===== config.mk =====
export PLATFORM = sky130hd
export DESIGN_NAME = led_frame_buffer_flat
export DESIGN_NICKNAME = d
export VERILOG_FILES = /design/src/rtl/led_frame_buffer_pkg.sv /design/src/rtl/led_frame_buffer_if.sv /design/src/rtl/led_frame_buffer_scan_counter.sv /design/src/rtl/led_frame_buffer.sv /design/src/flat_wrapper.sv
export SDC_FILE = /design/constraint.sdc
export NUM_CORES = 1
export LEC_CHECK = 0
export CAP_MARGIN = 20
export CORE_UTILIZATION = 30
export CTS_CLUSTER_SIZE = 40
export DETAILED_ROUTE_END_ITERATION = 8
export PLACE_DENSITY = 0.47
export SLEW_MARGIN = 20
export SYNTH_ARGS = -nofsm -noshare
export SYNTH_HDL_FRONTEND = slang
export SYNTH_SLANG_ARGS = --single-unit

===== constraint.sdc =====
create_clock -name clk -period 2.2 [get_ports clk]
set_clock_uncertainty 0.15 [all_clocks]
set_input_delay 0.22 -clock clk [delete_from_list [all_inputs] [get_ports clk]]
set_output_delay 0.22 -clock clk [all_outputs]
set_load 0.05 [all_outputs]

===== src/rtl/led_frame_buffer_pkg.sv =====
// led_pkg: shared geometry, colour codes and FSM state encoding for the LED frame buffer.
package led_pkg;
  localparam int ROWS = 8;
  localparam int COLS = 8;
  localparam logic [1:0] COLOR_OFF = 2'b00;
  localparam logic [1:0] COLOR_RED = 2'b01;
  localparam logic [1:0] COLOR_GREEN = 2'b10;
  typedef enum logic [1:0] {IDLE, CLEAR, SWAP_WAIT} state_t;
endpackage


===== src/rtl/led_frame_buffer_if.sv =====
// led_frame_buffer_if: pixel-write/control bus and front-buffer outputs of the frame buffer.
interface led_frame_buffer_if;
  import led_pkg::*;
  logic wr_en;
  logic [2:0] wr_row;
  logic [2:0] wr_col;
  logic [1:0] wr_color;
  logic clear;
  logic swap_req;
  logic [ROWS-1:0][COLS-1:0] red_array;
  logic [ROWS-1:0][COLS-1:0] green_array;
  logic busy;
  logic swap_ack;
  modport master(output wr_en, wr_row, wr_col, wr_color, clear, swap_req,
                 input red_array, green_array, busy, swap_ack);
  modport slave(input wr_en, wr_row, wr_col, wr_color, clear, swap_req,
                output red_array, green_array, busy, swap_ack);
endinterface


===== src/rtl/led_frame_buffer_scan_counter.sv =====
// led_scan_counter: free-running 3-bit row counter, shared by the buffer and the matrix driver.
module led_scan_counter (
  input  logic       clk,
  input  logic       reset,
  output logic [2:0] count
);
  always_ff @(posedge clk) count <= reset ? 3'd0 : count + 3'd1;
endmodule


===== src/rtl/led_frame_buffer.sv =====
// led_frame_buffer: double-buffered 8x8 red/green frame store with row-wise clear and scan-aligned swap.
module led_frame_buffer
  import led_pkg::*;
#(
  parameter bit ALIGN_SWAP = 1'b1
) (
  input logic clk,
  input logic reset,
  led_frame_buffer_if.slave bus
);
  state_t r_state, w_next;
  logic [2:0] w_scan, r_row;
  logic [ROWS-1:0][COLS-1:0] r_back_red, r_back_green, r_front_red, r_front_green;
  logic r_swap_ack, w_write, w_swap;
  led_scan_counter u_scan (.clk(clk), .reset(reset), .count(w_scan));
  always_ff @(posedge clk) r_state <= reset ? IDLE : w_next;
  always_comb begin
    w_write = (r_state == IDLE) && bus.wr_en && !bus.clear;
    w_swap = (r_state == SWAP_WAIT) && (!ALIGN_SWAP || w_scan == 3'd7);
    w_next = (r_state == IDLE) ? (bus.clear ? CLEAR : bus.swap_req ? SWAP_WAIT : IDLE)
           : (r_state == CLEAR) ? ((r_row == 3'd7) ? IDLE : CLEAR)
           : (w_swap ? IDLE : SWAP_WAIT);
  end
  // Swap is a copy: the back planes keep their contents for further edits.
  always_ff @(posedge clk) begin
    if (reset) begin
      r_back_red <= '0;
      r_back_green <= '0;
      r_front_red <= '0;
      r_front_green <= '0;
      r_row <= 3'd0;
      r_swap_ack <= 1'b0;
    end else begin
      r_swap_ack <= w_swap;
      if (w_write) begin
        r_back_red[bus.wr_row][bus.wr_col] <= bus.wr_color[0];
        r_back_green[bus.wr_row][bus.wr_col] <= bus.wr_color[1];
      end
      if (r_state == CLEAR) begin
        r_back_red[r_row] <= '0;
        r_back_green[r_row] <= '0;
        r_row <= r_row + 3'd1;
      end
      if (w_swap) begin
        r_front_red <= r_back_red;
        r_front_green <= r_back_green;
      end
    end
  end
  assign bus.red_array = r_front_red;
  assign bus.green_array = r_front_green;
  assign bus.busy = (r_state != IDLE);
  assign bus.swap_ack = r_swap_ack;
endmodule


===== src/flat_wrapper.sv =====
// flat-port wrapper written by rule: the top's interface ports become plain ports
module led_frame_buffer_flat import led_pkg::*;
#(
  parameter bit ALIGN_SWAP = 1'b1
)
  (clk, reset, bus_wr_en, bus_wr_row, bus_wr_col, bus_wr_color, bus_clear, bus_swap_req, bus_red_array, bus_green_array, bus_busy, bus_swap_ack);
  led_frame_buffer_if bus_i ();
  input logic clk;
  input logic reset;
  input wire logic [$bits(bus_i.wr_en)-1:0] bus_wr_en;
  input wire logic [$bits(bus_i.wr_row)-1:0] bus_wr_row;
  input wire logic [$bits(bus_i.wr_col)-1:0] bus_wr_col;
  input wire logic [$bits(bus_i.wr_color)-1:0] bus_wr_color;
  input wire logic [$bits(bus_i.clear)-1:0] bus_clear;
  input wire logic [$bits(bus_i.swap_req)-1:0] bus_swap_req;
  output wire logic [$bits(bus_i.red_array)-1:0] bus_red_array;
  output wire logic [$bits(bus_i.green_array)-1:0] bus_green_array;
  output wire logic [$bits(bus_i.busy)-1:0] bus_busy;
  output wire logic [$bits(bus_i.swap_ack)-1:0] bus_swap_ack;
  assign bus_i.wr_en = bus_wr_en;
  assign bus_i.wr_row = bus_wr_row;
  assign bus_i.wr_col = bus_wr_col;
  assign bus_i.wr_color = bus_wr_color;
  assign bus_i.clear = bus_clear;
  assign bus_i.swap_req = bus_swap_req;
  assign bus_red_array = bus_i.red_array;
  assign bus_green_array = bus_i.green_array;
  assign bus_busy = bus_i.busy;
  assign bus_swap_ack = bus_i.swap_ack;
  led_frame_buffer #(.ALIGN_SWAP(ALIGN_SWAP)) u_core (.clk(clk), .reset(reset), .bus(bus_i));
endmodule

* After elaboration in Yosys (flattened, before gate mapping)
Cells that the tools add are included.
Storage, ports and cells: bits in latches 0, memory bits (read-only) 0, word-level logic and storage cells 80, register bits after elaboration 265, memories kept 0, output and inout port bits 130, memory bits (writable) 0
Cells by class: eq/ne operators 4, multipliers 0, reductions and logical operators 9, shift operators 0, bitwise logic cells 3, order comparisons 6, div/mod/pow operators 0, add/subtract/negate cells 2, mux-type cells 20
Operators with widths (number):
- $mux 64 | 6
- $and 64x64->64 | 2
- $bwmux 64 | 2
- $not 64->64 | 1
- $demux 8 s3 | 2
- $mux 8 | 2
- $lt 3x4->1 const B | 3
- $mux 2 | 5
- $ge 3x1->1 const B | 3
- $add 3x1->3 const B | 2
- $eq 3x3->1 const B | 2
- $logic_and 1x1->1 | 6
- $demux 1 s3 | 1
- $eq 2x1->1 const B | 1
- $eq 2x2->1 const B | 1
- $logic_not 2->1 | 1
- $mux 1 | 2
- $reduce_bool 2->1 | 1
- $logic_not 1->1 | 1

* Depth between registers and ports, before layout
depth in word-level cells 11, depth in mapped cells 7, depth with buffers taken out 5

* Hierarchy
A second synthesis with hierarchy kept.
Second synthesis, totals: cell total of the unflattened synthesis 1300, area total of the unflattened synthesis 11499.8 µm²
Modules (own cells, without submodules):
- led_frame_buffer | instances 1, area an instance 11404.7 µm², cells an instance 1292, sequential area each 5245.0 µm²
- led_scan_counter | instances 1, area an instance 95.1 µm², cells an instance 8, sequential area each 60.1 µm²

* Least setup slack after synthesis
Ideal clock, no wire load.
path type register to register, start register u_core.u_scan.count[0], end register u_core.r_front_red (netlist bit u_core.bus.red_array[43]), setup slack 536 ps, setup time 70 ps, path buffers 2, data required time 1980 ps, cell stages (with the launch flop) 8, data arrival time 1444 ps, cells stage by stage dfxtp_1 ha_1 ha_1 nand3b_1 buf_2 buf_1 nand2_1 a21oi_1
Between the ends: longest elaborated chain between the ends 2
Ends and longest elaborated chain:
- from (decl) | RTL line led_frame_buffer_scan_counter.sv:5 | output logic [2:0] count
- from (signal assigned) | RTL line led_frame_buffer_scan_counter.sv:7 | always_ff @(posedge clk) count <= reset ? 3'd0 : count + 3'd1;
- $eq 3x3->1 | RTL line led_frame_buffer.sv:19 | w_swap = (r_state == SWAP_WAIT) && (!ALIGN_SWAP || w_scan == 3'd7);
- $logic_and 1x1->1 | RTL line led_frame_buffer.sv:19
- to (signal assigned) | RTL line led_frame_buffer.sv:45 | r_front_red <= r_back_red;
- to (decl) | RTL line led_frame_buffer.sv:13 | logic [ROWS-1:0][COLS-1:0] r_back_red, r_back_green, r_front_red, r_front_green;
Every way passes these cells. A chain may end at the register's enable or synchronous reset.

* Worst setup path in the final report
start register u_core.r_front_green (netlist bit u_core.bus.green_array[37]), end output bus_green_array[37]
RTL lines:
- from (decl) | RTL line led_frame_buffer.sv:13
- from (signal assigned) | RTL line led_frame_buffer.sv:46 | r_front_green <= r_back_green;
- to (decl) | RTL line flat_wrapper.sv:17 | output wire logic [$bits(bus_i.green_array)-1:0] bus_green_array;
No word-level cell between the ends.

==> flow_metrics.tcl <==
set metrics [dict create \
    status "completed" \
    die_y_um 194.1 \
    cp_data_arrival_time_ns 1.77 \
    fin_ws_ns 0.06257 \
    final_core_util 0.3934 \
    wl_per_cell_um 16.97 \
    initial_core_util 0.3083 \
    crit_buf_inv 1 \
    layout-drive-gt1-share 0.09142 \
    ios 143 \
    ctsRootBufferMaster "clkbuf_16" \
    pre_cts_ws_ns 0.03010 \
    first_pass_iters 4 \
    antenna_cells 0 \
    critical_path.reg2reg.startpoint "u_core.r_state[0]$_SDFF_PP0_" \
    ys_warn_count 0 \
    syn_area_um2 11070 \
    synthArstFlopShare 0 \
    power.leakage_nw 5.581 \
    h-tree-depth 1 \
    fin_nets 1408 \
    core_area_um2 35910 \
    final-setup-viol-count 0 \
    dieWidth_um 194.1 \
    antenna_found_initial 0 \
    ant_nets 0 \
    overflow 0 \
    required_ns 1.83 \
    drc 0 \
    min-delay-start "bus_swap_req" \
    hold_ws_ns 0.2270 \
    crit_slowest_cell "clkdlybuf4s50_1" \
    port_buffers 142 \
    slew_headroom 0.5297 \
    grt_pass1_vias 8789 \
    final_common_cell "dfxtp_1" \
    synth_seq_cells 265 \
    dieArea_um2 37680 \
    min_path_cells 3 \
    synthXorXnorAreaFrac 0.0007910 \
    tightest_slew_ns 0.7008 \
    hold_violations 0 \
    track_usage 0.1657 \
    peakVddDrop_mv 0.6030 \
    startpoint_type "flip-flop" \
    ys.flop_type "dfxtp_1" \
    layout_common_cells "dfxtp_1, nand2_1, clkdlybuf4s50_1, nor2b_1, mux2i_1" \
    syn_to_final_growth_pct 27.60 \
    max_freq_ghz 0.4679 \
    period_minus_slack_ns 2.137 \
    reg2reg_to "u_core.r_back_green[51]$_SDFF_PP0_" \
    synth-edff-count 0 \
    cpPeakStageDelay_ns 0.83 \
    r2r_setup_slack_ns 0.16 \
    crit_path_max_fanout 2 \
    postSynthAreaPerCell_um2 8.711 \
    path_class "flip-flop to output port" \
    netlist_instances 1271 \
    holdPathEnd "u_core.r_state[1]$_SDFF_PP0_" \
    rsz0062_at_grt "yes" \
    totalWireLength_um 31770 \
    clk_latency_ns 0.55 \
    cts_inserted_buffers 31 \
    finalPower_mw 10.47 \
    synthSimpleGateAreaFrac 0.2181 \
    slew_violations 0 \
    num_rows 69 \
    post_cts_buffers 0 \
    grt_start_max_net_pins 81 \
    cts_tree "yes" \
    cp-end-kind "output port" \
    synth_top_family_by_area "simple AND/OR/NAND/NOR gates" \
    cts_buffer_depth 3 \
    synth_compound_area_frac 0.1314 \
    path_clk_slew_ns 0.06 \
    finalCritPeriodShare 0.9716 \
    path_cells "clkdlybuf4s50_1" \
    synthDistinctLibCells 38 \
    globalplace.congestion 0.7350 \
    via_per_inst 4.752 \
    cts_num_sinks 265 \
    ys_seq_area_frac 0.4792 \
    grt_pass1_wl_um 50570 \
    power_density_nw_per_um2 741.1 \
    num_vias 8896 \
    drtIter0Drc 449 \
    r2r_cells 4 \
    synth.area.mux_share 0.1175 \
    syn-num-nets 1288 \
    synthAdderAreaFrac 0.004520 \
    path_delay_family "buffers and inverters" \
    tns_ns 0 \
    hold_path.class "input port to flip-flop" \
    dp_hpwl_um 20500 \
    maxCapViolCount 0 \
]
through the flow:
stage               instances  instance area, µm²
finish                   1872               14130
global route             1872               14130
CTS                      1872               14120
global placement         1818               13080
detailed placement       1818               13080
floorplan                1271               11070
cell usage after synthesis, types with 3 or more instances:
master    number  share of area
nand2_1      257          0.087
and3b_1        6         0.0047
nand2b_1       3         0.0017
nor2b_1      131          0.074
nor2_1         6         0.0020
o21ai_4        6         0.0088
buf_2         51          0.023
o21ai_0      126          0.057
buf_1          4         0.0014
a21oi_1      129          0.058
dfxtp_1      265           0.48
buf_4          7         0.0047
clkbuf_1      42          0.014
nand4b_1       7         0.0055
o21ai_1       11         0.0050
nand3_1       56          0.025
ha_1           4         0.0045
nor3b_2        5         0.0057
mux2i_1      130           0.12
state kept, by name, indices dropped and copies added, names as in the netlist:
signal                  count
u_core.bus.red_array       64
u_core.r_state              2
u_core.bus.green_array     64
u_core.r_back_green        64
u_core.r_row                3
u_core.bus.swap_ack         1
u_core.u_scan.count         3
u_core.r_back_red          64
timing repair:
| action | 4_1_cts | 5_1_grt |
|---|---|---|
| setup endpoints to repair | 0 | 10 |
| hold endpoints to repair | 19 | 0 |
| gates resized for setup | 0 | 2 |
| hold buffers | 1 | 0 |
logic make-up after synthesis:
logic type / count (synthesis)
AND/OR/NAND/NOR: 486
AO/OA/AOI/OAI: 275
flip-flops: 265
multiplexers: 130
buffers and inverters: 110
adder cells (fa/ha/maj): 4
XOR/XNOR: 1
routing by layer:
layer / GRT usage / vias up / wire length, µm
met5: 0 / - / 0
met3: 0.02453 / 45 / 1251
li1: - / 4512 / -
met1: 0.2359 / 4189 / 15660
met4: 0.04027 / 0 / 580
met2: 0.2613 / 150 / 14280
power breakdown:
part | switching, mW | internal (mW) | leakage (nW)
Combinational | 0.376 | 0.158 | 2.94
Sequential | 0.0103 | 4.81 | 2.13
Clock | 1.98 | 3.13 | 0.511
Total | 2.36 | 8.11 | 5.58
area by class of cell:
type                       count  area, µm²
fill                        3713      21790
clock buffer                  50      987.2
timing repair buffer         196       1966
inverter                       1      3.754
multi-input combinational    896       5249
sequential                   265       5305
clock inverter                 3      40.04
tap                          461      576.8
worst max-delay path by stage:
stage,slack [ns],cells past startpoint,end,start
2_1_floorplan,0.54,7,u_core.bus.red_array[43]$_SDFFE_PP0P_,u_core.u_scan.count[0]$_SDFF_PP0_
3_3_place_gp,0.1,5,u_core.r_back_red[38]$_SDFF_PP0_,bus_clear
3_5_place_dp,0.03,4,u_core.r_back_red[31]$_SDFF_PP0_,bus_wr_color[0]
4_1_cts,0.01,1,bus_green_array[37],u_core.bus.green_array[37]$_SDFFE_PP0P_
5_1_grt,-0.01,4,u_core.r_back_green[49]$_SDFF_PP0_,u_core.r_state[0]$_SDFF_PP0_
6_report,0.06,1,bus_green_array[37],u_core.bus.green_array[37]$_SDFFE_PP0P_
Power figures use the tool's default switching activity.
